`config.mk`:
```
export PLATFORM = sky130hd
export DESIGN_NAME = fpdivide
export DESIGN_NICKNAME = d
export VERILOG_FILES = /design/src/rtl/fpdivide.sv
export SDC_FILE = /design/constraint.sdc
export NUM_CORES = 1
export LEC_CHECK = 0
export ABC_AREA = 0
export ABC_CLOCK_PERIOD_IN_PS = 2100
export BUFFER_PORTS_ARGS = -buffer_cell sky130_fd_sc_hd__buf_2
export CAP_MARGIN = 25
export CORE_ASPECT_RATIO = 0.5
export CORE_UTILIZATION = 40
export CTS_BUF_LIST = sky130_fd_sc_hd__clkbuf_8
export DETAILED_ROUTE_END_ITERATION = 10
export GPL_TIMING_DRIVEN = 0
export PLACE_DENSITY = 0.63
export SYNTH_ARGS = -nofsm -noshare
export SYNTH_HDL_FRONTEND = slang
export SYNTH_SLANG_ARGS = --single-unit
```
`constraint.sdc`:
```
create_clock -name clk -period 2.1 [get_ports clk]
set_clock_uncertainty 0.05 [all_clocks]
set_input_delay 0.42 -clock clk [delete_from_list [all_inputs] [get_ports clk]]
set_output_delay 0.42 -clock clk [all_outputs]
set_load 0.005 [all_outputs]
```
`src/rtl/fpdivide.sv`:
```
`default_nettype none
// ============================================================================
// Module   : fpdivide
// Brief    : Sequential signed fixed-point divider (restoring, 1 bit/clock)
//            with saturation, overflow/underflow and divide-by-zero flags.
// Revision : 1.0
// ============================================================================
module fpdivide #(
    parameter int int1     = 6,
    parameter int frac1    = 8,
    parameter int int2     = 5,
    parameter int frac2    = 7,
    parameter int out_int  = 6,
    parameter int out_frac = 9
) (
    input  logic                          clk,
    input  logic                          rst,
    input  logic                          start,
    input  logic [int1+frac1-1:0]         a,
    input  logic [int2+frac2-1:0]         b,
    output logic                          busy,
    output logic                          done,
    output logic                          overflow,
    output logic                          underflow,
    output logic                          div_zero,
    output logic [out_int+out_frac-1:0]   quotient
);

    localparam int AW = int1 + frac1;
    localparam int BW = int2 + frac2;
    localparam int OW = out_int + out_frac;
    localparam int SH = out_frac + frac2 - frac1;
    localparam int NW = AW + SH;
    localparam int CW = $clog2(NW);
    localparam int EW = NW + OW + 1;

    localparam logic [CW-1:0] c_last    = CW'(NW - 1);
    localparam logic [OW-1:0] c_max     = {1'b0, {(OW-1){1'b1}}};
    localparam logic [OW-1:0] c_min     = {1'b1, {(OW-1){1'b0}}};
    localparam logic [EW-1:0] c_pos_lim = {{(EW-OW+1){1'b0}}, {(OW-1){1'b1}}};
    localparam logic [EW-1:0] c_neg_lim = c_pos_lim + EW'(1);

    typedef enum logic [1:0] {
        S_IDLE = 2'd0,
        S_DIV  = 2'd1,
        S_FIN  = 2'd2
    } state_t;

    state_t          r_state;
    state_t          w_state_nxt;

    logic            r_sign;
    logic            r_asgn;
    logic            r_bz;
    logic [BW-1:0]   r_bmag;
    logic [NW-1:0]   r_num;
    logic [BW-1:0]   r_rem;
    logic [NW-1:0]   r_qmag;
    logic [CW-1:0]   r_cnt;
    logic            r_done;
    logic            r_ov;
    logic            r_un;
    logic            r_dz;
    logic [OW-1:0]   r_quot;

    logic [AW-1:0]   w_a_mag;
    logic [BW-1:0]   w_b_mag;
    logic [BW:0]     w_trial;
    logic            w_ge;
    logic [BW:0]     w_diff;
    logic [EW-1:0]   w_mag_ext;
    logic [OW-1:0]   w_q_res;
    logic            w_ov;
    logic            w_un;

    assign w_a_mag = a[AW-1] ? (~a + AW'(1)) : a;
    assign w_b_mag = b[BW-1] ? (~b + BW'(1)) : b;

    // Partial remainder stays below |b|, so one extra bit covers the shifted trial value.
    assign w_trial = {r_rem, r_num[NW-1]};
    assign w_ge    = (w_trial >= {1'b0, r_bmag});
    assign w_diff  = w_ge ? (w_trial - {1'b0, r_bmag}) : w_trial;

    assign w_mag_ext = {{(EW-NW){1'b0}}, r_qmag};

    always_comb begin
        w_q_res = w_mag_ext[OW-1:0];
        w_ov    = 1'b0;
        w_un    = 1'b0;
        if (r_bz) begin
            if (r_asgn) begin
                w_q_res = c_min;
                w_un    = 1'b1;
            end else begin
                w_q_res = c_max;
                w_ov    = 1'b1;
            end
        end else if (!r_sign && (w_mag_ext > c_pos_lim)) begin
            w_q_res = c_max;
            w_ov    = 1'b1;
        end else if (r_sign && (w_mag_ext > c_neg_lim)) begin
            w_q_res = c_min;
            w_un    = 1'b1;
        end else if (r_sign) begin
            w_q_res = ~w_mag_ext[OW-1:0] + OW'(1);
        end
    end

    always_comb begin
        w_state_nxt = r_state;
        case (r_state)
            S_IDLE:  if (start) w_state_nxt = S_DIV;
            S_DIV:   if (r_cnt == c_last) w_state_nxt = S_FIN;
            S_FIN:   w_state_nxt = S_IDLE;
            default: w_state_nxt = S_IDLE;
        endcase
    end

    always_ff @(posedge clk or negedge rst) begin
        if (!rst) begin
            r_state <= S_IDLE;
        end else begin
            r_state <= w_state_nxt;
        end
    end

    always_ff @(posedge clk or negedge rst) begin
        if (!rst) begin
            r_sign <= 1'b0;
            r_asgn <= 1'b0;
            r_bz   <= 1'b0;
            r_bmag <= '0;
            r_num  <= '0;
            r_rem  <= '0;
            r_qmag <= '0;
            r_cnt  <= '0;
            r_done <= 1'b0;
            r_ov   <= 1'b0;
            r_un   <= 1'b0;
            r_dz   <= 1'b0;
            r_quot <= '0;
        end else begin
            r_done <= 1'b0;
            case (r_state)
                S_IDLE: begin
                    if (start) begin
                        r_sign <= a[AW-1] ^ b[BW-1];
                        r_asgn <= a[AW-1];
                        r_bz   <= (b == '0);
                        r_bmag <= w_b_mag;
                        r_num  <= NW'(w_a_mag) << SH;
                        r_rem  <= '0;
                        r_qmag <= '0;
                        r_cnt  <= '0;
                    end
                end
                S_DIV: begin
                    r_rem  <= w_diff[BW-1:0];
                    r_num  <= {r_num[NW-2:0], 1'b0};
                    r_qmag <= {r_qmag[NW-2:0], w_ge};
                    r_cnt  <= r_cnt + CW'(1);
                end
                S_FIN: begin
                    r_done <= 1'b1;
                    r_quot <= w_q_res;
                    r_ov   <= w_ov;
                    r_un   <= w_un;
                    r_dz   <= r_bz;
                end
                default: ;
            endcase
        end
    end

    assign busy      = (r_state != S_IDLE);
    assign done      = r_done;
    assign overflow  = r_ov;
    assign underflow = r_un;
    assign div_zero  = r_dz;
    assign quotient  = r_quot;

endmodule
`default_nettype wire

```
* Yosys cells after proc, flatten, opt, wreduce, memory -nomap -nowiden *
Index checks and enable logic that the tools add are counted.
Widths: inputs -> output; s select.

cells by class
  muxes and demuxes = 27
  add/subtract/negate cells = 5
  eq/ne operators = 5
  reductions and logical operators = 10
  $lt $le $gt $ge = 3
  bitwise gates (word level) = 4

operators with widths
  operator               count
  $pmux 22 s2            2
  $mux 15                5
  $mux 22                2
  $mux 12                3
  $pmux 12 s2            1
  $gt 22x14->1 const B   1
  $gt 22x15->1 const B   1
  $add 15x1->15 const B  1
  $not 15->15            1
  $add 14x1->14 const B  1
  $mux 14                1
  $not 14->14            1
  $ge 13x12->1           1
  $add 12x1->12 const B  1
  $logic_not 12->1       1
  $not 12->12            1
  $sub 12x12->12         1
  $pmux 5 s2             1
  $mux 1                 8
  $reduce_and 2->1       3
  $add 5x1->5 const B    1
  $eq 5x5->1 const B     1
  $mux 5                 1
  $mux 2                 2
  9 further kinds        12

word-level totals
  input bits = 29
  output and inout port bits = 20
  word-level logic and storage cells = 68
  register bits = 97

* Logic depth before layout (Yosys ltp) *
Gate-level depths: netlist of run 1.

  depth in word-level cells = 6
  gate-level depth with buffers = 10
  depth with buffers taken out = 9

* Worst setup path after synthesis of run 1 *
Ideal clock, no wire load.

  path kind = flip-flop to flip-flop
  from = register r_rem[5]
  to = register r_rem[10]
  data required time = 1.909 ns
  stages on the path, launching flop included = 8
  arrival time = 2.019 ns
  setup time = 0.141 ns
  path slack = -0.110 ns
  path buffers = 0
  clock period less this slack = 2.210 ns
  path through = dfrtp_1 > ha_1 > a21oi_1 > nor2_1 > nor3_1 > o21ai_0 > o21ai_1 > o211ai_1

between the ends
  longest elaborated chain between the ends = 3
  elaborated cells on any way between the ends = 4
  those cells by class = 1 x add/sub; 1 x order compare; 2 x mux

ends and longest elaborated chain
  what                                                   RTL line  source
  start, declared                                        57        logic [BW-1:0] r_rem;
  start signal, assigned                                 158       r_rem <= w_diff[BW-1:0];
  $sub 12x12->12 / $ge 13x12->1 (equally long branches)  82, 81
  $mux 12 *                                              82        assign w_diff = w_ge ? (w_trial - {1'b0, r_bmag}) : w_trial;
  $pmux 12 s2 *                                          144       case (r_state)

Every way passes the cells marked *; elsewhere a longest branch is shown, timed or not.
A chain may end at the register's enable or synchronous reset.

* Worst setup path after layout of run 1 *
  from = register r_qmag[6]
  to = register r_quot[4] (netlist: quotient[4])

between the ends
  longest elaborated chain between the ends = 5
  elaborated cells on any way between the ends = 7
  those cells by class = 2 x order compare; 3 x mux; 2 x reduce/logical

ends and longest elaborated chain
  what                    RTL line  source
  start, declared         58        logic [NW-1:0] r_qmag;
  start signal, assigned  160       r_qmag <= {r_qmag[NW-2:0], w_ge};
  $gt 22x15->1            101       end else if (r_sign && (w_mag_ext > c_neg_lim)) begin
  $logic_and 1x1->1       101
  $mux 15                 101
  $mux 15 *               98        end else if (!r_sign && (w_mag_ext > c_pos_lim)) begin
  $mux 15 *               90        if (r_bz) begin
  end signal, assigned    165       r_quot <= w_q_res;
  end, declared           64        logic [OW-1:0] r_quot;

Marks and branches as above.

==> results of run 1 <==
[worst max-delay path, stage by stage, from the launching register on]
cell and delay [ns]:
dfrtp_2 0.44, or4_4 0.57, o41a_1 0.43, o21ai_2 0.17
and2_4 0.21, nand2_4 0.08, o22ai_1 0.17
[what timing repair did]
action / CTS / global route
cloned: 0 / 1
hold endpoints to repair: 18 / 0
setup buffers: 13 / 14
hold buffers: 1 / 0
gates resized for setup: 36 / 49
pin swaps: 11 / 31
setup endpoints to repair: 28 / 70
[worst max-delay path by stage]
stage / endpoint / slack (ns) / cells past startpoint
2_1_floorplan: r_rem[2]$_DFFE_PN0P_ / 0.01 / 8
3_3_place_gp: r_rem[8]$_DFFE_PN0P_ / -0.44 / 8
3_5_place_dp: r_rem[7]$_DFFE_PN0P_ / -0.42 / 7
4_1_cts: quotient[0]$_DFFE_PN0P_ / -0.10 / 8
5_1_grt: quotient[6]$_DFFE_PN0P_ / -0.19 / 8
6_report: quotient[4]$_DFFE_PN0P_ / -0.11 / 6
[power breakdown]
part	internal, uW	total, uW	switching [uW]
sequential	2420	3050	636
combinational	2980	6380	3400
clock	572	1260	687
[logic make-up after synthesis]
logic type,after synthesis,share of synthesized area (%)
and+or+nand+nor,204,19.4
AOI/OAI and AO/OA,153,19.1
buffers and inverters,58,4.33
xor gates and xnor gates,42,7.31
DFF,89,44.3
muxes,5,1.02
adders and majority gates,18,4.63
[synth_stat cells, drive strengths merged (2+ instances only)]
cell	number
dfrtp	89
nand2	84
o21ai	68
nor2	42
clkbuf	31
xor2	30
inv	26
nand3	18
ha	17
a21oi	15
o22ai	14
xnor2	12
nand4	11
a22oi	10
o211ai	9
nor2b	8
nor3	8
nand2b	7
o31ai	7
o41ai	7
and2	6
o21a	6
or4	5
mux2i	4
nor4	4
or3	4
a211o	2
a211oi	2
a221o	2
a31oi	2
o2111ai	2
or2	2
[metrics by stage]
step | std cells | instance area, um^2
after global placement | 780 | 5480
after detailed placement | 781 | 5510
after CTS | 810 | 6000
final | 823 | 6340
after floorplan | 569 | 5040
after global routing | 823 | 6340
[registers in the layout, summed over array words and instances, names as in the netlist]
signal     flops
r_state        2
r_sign         1
r_qmag        22
r_rem         12
r_cnt          5
quotient      15
r_num         14
r_asgn         1
div_zero       1
done           1
r_bz           1
overflow       1
r_bmag        12
underflow      1
[cell usage in the layout (no fill, tap or decap), types with 5 or more instances in the layout]
cell type / instances
nand4_1: 11
ha_4: 12
nand2b_1: 6
o21a_1: 6
buf_4: 25
buf_2: 45
nand2_1: 79
a22oi_1: 10
o41ai_1: 6
clkbuf_1: 22
o21ai_1: 6
nor2_1: 40
clkbuf_8: 10
xnor2_1: 12
o211ai_1: 9
clkbuf_2: 5
nor2b_1: 7
nor3_1: 6
o31ai_1: 5
o21ai_0: 58
o22ai_2: 7
nand3_1: 17
xor2_1: 30
ha_1: 5
a21oi_1: 12
inv_1: 22
o22ai_1: 7
dfrtp_1: 86
[metal layers]
layer  vias to the layer above  global-route usage (%)  wire length [um]
li1                       2179                       -                 -
met1                      2233                    28.2              6390
met2                       137                    33.9              6380
met3                        33                    4.34               700
met4                         0                    7.05               311
met5                         -                       0                 0
[cell type report]
| class | instances | area [um^2] | share of cell area (%) |
|---|---|---|---|
| sequential | 89 | 2230 | 35.2 |
| inverter | 26 | 97.6 | 1.54 |
| buffer | 30 | 150 | 2.37 |
| clock inverter | 7 | 88.8 | 1.40 |
| clock buffer | 9 | 124 | 1.95 |
| tap | 165 | 206 | 3.26 |
| timing repair buffer | 75 | 484 | 7.64 |
| multi-input combinational | 422 | 2960 | 46.6 |
==> results.json, run 1 <==
{
  "crit_fanout": 6,
  "fp.dieW_um": 161,
  "dp_hpwl_um": 9180,
  "ys_ff_latch": 89,
  "hold_viol": 0,
  "area_delta_synth_final_pct": 26.0,
  "grt_max_degree": 72,
  "first_iter_violations": 254,
  "utilization_pct": 52.7,
  "fin_crit_sh_pct": 105,
  "fin_ws_ns": -0.110,
  "worst_slew_pin_slew_ns": 0.663,
  "yosys-top-cells-area": "dfrtp_1 (44%), o21ai_0 (6.6%), nand2_1 (6.1%)",
  "vias": 4582,
  "row_count": 28,
  "fin_nets": 700,
  "cts.sinks": 89,
  "portBuffers": 46,
  "hold_ws_ns": 0.284,
  "drtAntennaViolNets": 0,
  "wl_um": 13800,
  "reg2reg_slack_ns": -0.11,
  "dieHeight_um": 81.3,
  "maxCapViolCount": 0,
  "diodes": 0,
  "min_period_ns": 2.21,
  "p_per_area_nw_per_um2": 1690,
  "synth-seq-area-share_pct": 44.3,
  "synth.net_count": 616,
  "setup_viol": 19,
  "synth_top_cell_by_area": "dfrtp_1",
  "clock_path_buffers": 2,
  "regToRegEndpoint": "quotient[4]$_DFFE_PN0P_",
  "drt_first_pass_iters": 5,
  "yosysUniqueCellTypes": 53,
  "routed_via_density": 5.57,
  "synthArstFlopShare_pct": 100,
  "cts_root_buf": "clkbuf_8",
  "crit_arrival_ns": 2.46,
  "ff2ff_path_depth": 6,
  "ir_drop_mv": 0.727,
  "slew_viol_final": 0,
  "grt_pass1_vias": 4234,
  "clock_latency_ns": 0.38,
  "synthFlopType": "dfrtp_1",
  "numCtsBuffers": 9,
  "r2r-start": "r_qmag[6]$_DFFE_PN0P_",
  "slew_headroom_pct": 55.8,
  "antenna_found_initial": 0,
  "clk_pin_slew_ns": 0.10,
  "gr-usage-all-layers_pct": 20.9,
  "tritoncts": "done",
  "critPathKind": "flop to flop",
  "failed_checks": "setup timing",
  "outcome": "finished with violations",
  "p_leak_uw": 0.00264,
  "syn_area_per_cell_um2": 8.84,
  "rsz0062_at_grt": "yes",
  "syn_area_um2": 5030,
  "hp-start": "a[0]",
  "hold_depth": 3,
  "power_uw": 10700,
  "globalRouteOverflowTotal": 0,
  "fmax_mhz": 452,
  "grt_first_pass_wirelength_um": 21300,
  "holdPathEnd": "r_num[8]$_DFFE_PN0P_",
  "start_util_pct": 41.9,
  "gp_congestion": 0.860,
  "coreArea_um2": 12000,
  "final_layout_size_suffix_gt1_share_pct": 24.2,
  "htree_levels": 3,
  "end_kind": "flop",
  "fill_cells": 1064,
  "cp-startpoint": "r_qmag[6]$_DFFE_PN0P_",
  "wire_per_inst_um": 16.7,
  "hold_class": "input pin to flop",
  "die_area_um2": 13100,
  "synth.top_cell.area_share_pct": 44.3,
  "yosysWarnings": 0,
  "start_kind": "flop",
  "synth_edf_count": 0,
  "required_ns": 2.35,
  "totalNegativeSetupSlack_ns": -1.26,
  "pre_cts_ws_ns": -0.424,
  "syn_inst": 569,
  "drc_errors": 0,
  "pin_count": 49
}
(Power assumes the default switching activity.)
==> run 2: changes to the inputs <==
--- a/config.mk
+++ b/config.mk
@@ -10,11 +10,13 @@
 export BUFFER_PORTS_ARGS = -buffer_cell sky130_fd_sc_hd__buf_2
 export CAP_MARGIN = 25
 export CORE_ASPECT_RATIO = 0.5
+export CORE_MARGIN = 10
 export CORE_UTILIZATION = 40
 export CTS_BUF_LIST = sky130_fd_sc_hd__clkbuf_8
 export DETAILED_ROUTE_END_ITERATION = 10
 export GPL_TIMING_DRIVEN = 0
 export PLACE_DENSITY = 0.63
+export SKIP_CTS_REPAIR_TIMING = 1
 export SYNTH_ARGS = -nofsm -noshare
 export SYNTH_HDL_FRONTEND = slang
 export SYNTH_SLANG_ARGS = --single-unit
==> run 2 against run 1 <==
  * The flow still finishes with violations (setup timing)
  * Register-to-register slack barely moved
  * Non-clock buffer count fell by 8
  * Sequential power barely moved
  * Flip-flop and latch count did not move
  * Clock-buffer cell count did not move
  * Critical path depth rose by 2
  * Largest cell class unchanged
  * Largest power group unchanged
==> results.json, run 2 (same netlist as run 1, synthesis figures left out) <==
{
  "largest_reg_flops": 22,
  "clock_latency_ns": 0.37,
  "hold_viol": 0,
  "worst_slew_pin_slew_ns": 0.660,
  "routed_via_density": 5.49,
  "cts.sinks": 89,
  "p_leak_uw": 0.00260,
  "reg2reg_slack_ns": -0.12,
  "fmax_mhz": 451,
  "pwr-share-seq_pct": 29.6,
  "utilization_pct": 51.8,
  "fill_cells": 1111,
  "start_util_pct": 41.7,
  "hold_ws_ns": 0.0220,
  "ir_drop_mv": 0.682,
  "slew_viol_final": 0,
  "p_per_area_nw_per_um2": 1650,
  "clock_path_buffers": 2,
  "min_period_ns": 2.22,
  "ff2ff_path_depth": 8,
  "globalRouteOverflowTotal": 0,
  "numCtsBuffers": 9,
  "end_kind": "flop",
  "critPathKind": "flop to flop",
  "diodes": 0,
  "final_layout_size_suffix_gt1_share_pct": 24.3,
  "grt_max_degree": 51,
  "pin_count": 49,
  "maxCapViolCount": 0,
  "die_area_um2": 17700,
  "layout_common_cells": "dfrtp_1 (84), nand2_1 (79), o21ai_0 (62)",
  "start_kind": "flop",
  "outcome": "finished with violations",
  "coreArea_um2": 12100,
  "fin_crit_sh_pct": 106,
  "combPwrFrac_pct": 60.1,
  "p_switching_uw": 4610,
  "rsz0062_at_grt": "yes",
  "totalNegativeSetupSlack_ns": -1.34,
  "vias": 4474,
  "fin_nets": 692,
  "gr-usage-all-layers_pct": 14.8,
  "failed_checks": "setup timing",
  "r2r-start": "r_qmag[0]$_DFFE_PN0P_",
  "fp.dieW_um": 179,
  "drt_first_pass_iters": 4,
  "fin_ws_ns": -0.117,
  "clk_pin_slew_ns": 0.09,
  "hold_class": "input pin to async pin",
  "first_iter_violations": 309,
  "wire_per_inst_um": 17.0,
  "dp_hpwl_um": 9540,
  "required_ns": 2.35,
  "drtAntennaViolNets": 0,
  "htree_levels": 3,
  "clockPowerShare_pct": 10.2,
  "crit_fanout": 6,
  "setup_viol": 16,
  "fin_cells": 815,
  "wl_um": 13800,
  "p_int_uw": 5680,
  "switching_share_pct": 44.8,
  "placedCellCount": 781,
  "antenna_found_initial": 0,
  "grt_first_pass_wirelength_um": 21200,
  "regToRegEndpoint": "quotient[6]$_DFFE_PN0P_",
  "drc_errors": 0,
  "slew_headroom_pct": 56.0,
  "dieHeight_um": 99.3,
  "gp_congestion": 0.829,
  "regMostFlops": "r_qmag",
  "portBuffers": 46,
  "grt_pass1_vias": 4022,
  "final_common_cell": "dfrtp_1",
  "area_delta_synth_final_pct": 24.1,
  "cts_root_buf": "clkbuf_8",
  "pre_cts_ws_ns": -0.456,
  "tritoncts": "done",
  "crit_arrival_ns": 2.46,
  "row_count": 28
}
-- run 2: power by group through the flow --
| stage | combinational [uW] | sequential [uW] | clock [uW] |
|---|---|---|---|
| global placement | 4500 | 2990 | 0 |
| finish | 6190 | 3050 | 1050 |
| detailed placement | 4570 | 3000 | 0 |
| CTS | 4590 | 2970 | 1080 |
| global route | 6820 | 3150 | 1150 |
| floorplan | 3480 | 2850 | 0 |
-- run 2: per-layer routing --
layer  track usage, %  vias up  wire, um
li1                 -     2166         -
met1             20.6     2167      6430
met2             21.9      125      6440
met3             3.66       16       797
met4             4.61        0       171
met5                0        -         0
-- run 2: how the worst max path moves through the flow --
| stage | endpoint | start | cells past startpoint |
|---|---|---|---|
| after floorplan | r_rem[2]$_DFFE_PN0P_ | r_bmag[0]$_DFFE_PN0P_ | 8 |
| after global placement | r_rem[8]$_DFFE_PN0P_ | r_rem[5]$_DFFE_PN0P_ | 7 |
| after detailed placement | r_rem[2]$_DFFE_PN0P_ | r_num[21]$_DFFE_PN0P_ | 9 |
| after CTS | r_rem[2]$_DFFE_PN0P_ | r_num[21]$_DFFE_PN0P_ | 9 |
| after global routing | quotient[6]$_DFFE_PN0P_ | r_qmag[0]$_DFFE_PN0P_ | 8 |
| final | quotient[6]$_DFFE_PN0P_ | r_qmag[0]$_DFFE_PN0P_ | 8 |
-- run 2: area by class of cell --
class                   instances  area [um^2]  area share, %
clock buffers                   9          124           1.98
well taps                     165          206           3.31
multi-input cells             422         2980           47.8
inverters                      26         97.6           1.56
flip-flops and latches         89         2230           35.8
repair buffers                 67          418           6.69
clock inverters                 7         41.3          0.661
plain buffers                  30          140           2.24
-- run 2: stage by stage --
step                      total power [uW]  cell area, um^2
final                                10300             6240
after global routing                 11100             6240
after CTS                             8640             5670
after detailed placement              7560             5500
after global placement                7490             5480
after floorplan                       6330             5040
-- run 2: critical path, stage by stage (launching register included) --
cell     delay (ns)
dfrtp_1        0.39
inv_2          0.10
ha_4           0.13
or4b_4         0.48
o41a_1         0.34
o21ai_2        0.16
and2_4         0.21
nand2_4        0.10
o22ai_2        0.17
==> run 3: changes to the inputs <==
--- a/config.mk
+++ b/config.mk
@@ -15,6 +15,7 @@
 export CTS_BUF_LIST = sky130_fd_sc_hd__clkbuf_8
 export DETAILED_ROUTE_END_ITERATION = 10
 export GPL_TIMING_DRIVEN = 0
+export MAX_ROUTING_LAYER = met4
 export PLACE_DENSITY = 0.63
 export SKIP_CTS_REPAIR_TIMING = 1
 export SYNTH_ARGS = -nofsm -noshare
==> run 3 against run 2 <==
  * The run still ends with setup timing left
  * Core utilization grew 0.062 points
  * Setup slack lost 0.0051 ns
  * Register-to-register slack is essentially flat
  * Sequential power is essentially flat
  * Routed wire length shrank 0.46%
  * Largest cell class unchanged
  * Largest power group unchanged
==> results.json, run 3 (same netlist as run 1, synthesis figures left out) <==
{
  "routed_via_density": 5.52,
  "dieHeight_um": 99.3,
  "area_delta_synth_final_pct": 24.3,
  "tritoncts": "done",
  "gr-usage-all-layers_pct": 15.2,
  "drtAntennaViolNets": 0,
  "grt_first_pass_wirelength_um": 21100,
  "crit_fanout": 6,
  "required_ns": 2.34,
  "fp.dieW_um": 179,
  "diodes": 0,
  "critPathKind": "flop to flop",
  "failed_checks": "setup timing",
  "power_uw": 10300,
  "slew_viol_final": 0,
  "final_layout_size_suffix_gt1_share_pct": 24.4,
  "row_count": 28,
  "antenna_found_initial": 0,
  "wire_per_inst_um": 16.9,
  "regMostFlops": "r_qmag",
  "hold_viol": 0,
  "place_area_um2": 5500,
  "layout_common_cells": "dfrtp_1 (84), nand2_1 (79), o21ai_0 (62)",
  "fin_area_um2": 6250,
  "p_leak_uw": 0.00260,
  "cts.sinks": 89,
  "pin_count": 49,
  "fin_crit_sh_pct": 106,
  "die_area_um2": 17700,
  "fin_ws_ns": -0.122,
  "rsz0062_at_grt": "yes",
  "placedCellCount": 781,
  "ir_drop_mv": 0.653,
  "first_iter_violations": 302,
  "dp_hpwl_um": 9540,
  "grt_max_degree": 51,
  "worst_slew_pin_slew_ns": 0.657,
  "fmax_mhz": 450,
  "min_period_ns": 2.22,
  "clock_path_buffers": 2,
  "crit_arrival_ns": 2.46,
  "htree_levels": 3,
  "fin_nets": 693,
  "final_common_cell": "dfrtp_1",
  "clk_pin_slew_ns": 0.09,
  "pre_cts_ws_ns": -0.456,
  "drt_first_pass_iters": 5,
  "vias": 4501,
  "largest_reg_flops": 22,
  "clock_latency_ns": 0.37,
  "start_util_pct": 41.7,
  "fin_cells": 816,
  "drc_errors": 0,
  "gp_congestion": 0.842,
  "slew_headroom_pct": 56.2,
  "start_kind": "flop",
  "end_kind": "flop",
  "hold_class": "input pin to async pin",
  "grt_pass1_vias": 4013,
  "maxCapViolCount": 0,
  "globalRouteOverflowTotal": 0,
  "coreArea_um2": 12100,
  "outcome": "finished with violations",
  "setup_viol": 16,
  "hold_ws_ns": 0.0237,
  "fill_cells": 1111,
  "p_per_area_nw_per_um2": 1640,
  "cts_root_buf": "clkbuf_8",
  "portBuffers": 46,
  "numCtsBuffers": 9,
  "wl_um": 13800
}
## run 3: worst paths after layout
kind / start / to / slack [ns] / cells past startpoint
min in group clk: a[0] / r_num[8]$_DFFE_PN0P_ / 0.29 / 3
max reg2reg: r_qmag[0]$_DFFE_PN0P_ / quotient[6]$_DFFE_PN0P_ / -0.12 / 8
max: r_qmag[0]$_DFFE_PN0P_ / quotient[6]$_DFFE_PN0P_ / -0.12 / 8
min: rst / r_bmag[4]$_DFFE_PN0P_ / 0.02 / 1
max in group asynchronous: rst / r_qmag[12]$_DFFE_PN0P_ / 1.32 / 2
min reg2reg: r_bmag[8]$_DFFE_PN0P_ / r_bmag[8]$_DFFE_PN0P_ / 0.44 / 2
## run 3: worst max-delay path, cell delays in order (launching register included)
cell,delay (ns)
dfrtp_1,0.39
inv_2,0.10
ha_4,0.14
or4b_4,0.48
o41a_1,0.34
o21ai_2,0.16
and2_4,0.21
nand2_4,0.10
o22ai_2,0.17
## run 3: metrics by stage
stage	utilization (%)	TNS (ns)
after floorplan	-	0
after global placement	45.5	-34.21
after detailed placement	45.7	-6.82
after CTS	47.0	-6.92
after global routing	51.9	-3.17
final	51.9	-1.36
## run 3: layer usage
metal  up-vias  GRT usage, %  part of all wire, %
met2       130          21.9                   46
li1       2170             -                    -
met5         -             -                    0
met3        21          3.62                  5.5
met1      2180          20.6                   47
met4         0          4.61                  1.6
## run 3: report_power, final
| group | total [uW] | leakage (uW) | switching [uW] | internal [uW] |
|---|---|---|---|---|
| Sequential | 3050 | 0.00105 | 625 | 2420 |
| Combinational | 6190 | 0.00145 | 3340 | 2850 |
| Clock | 1050 | 0.0000930 | 626 | 419 |
| Total | 10300 | 0.00260 | 4590 | 5690 |
## run 3: layout make-up
class / instances / area [um^2] / area share (%)
Timing Repair Buffer: 68 / 425 / 6.81
Inverter: 26 / 97.6 / 1.56
Sequential cell: 89 / 2230 / 35.7
Clock inverter: 7 / 41.3 / 0.661
Tap cell: 165 / 206 / 3.30
Buffer: 30 / 140 / 2.24
Clock buffer: 9 / 124 / 1.98
Multi-Input combinational cell: 422 / 2980 / 47.7
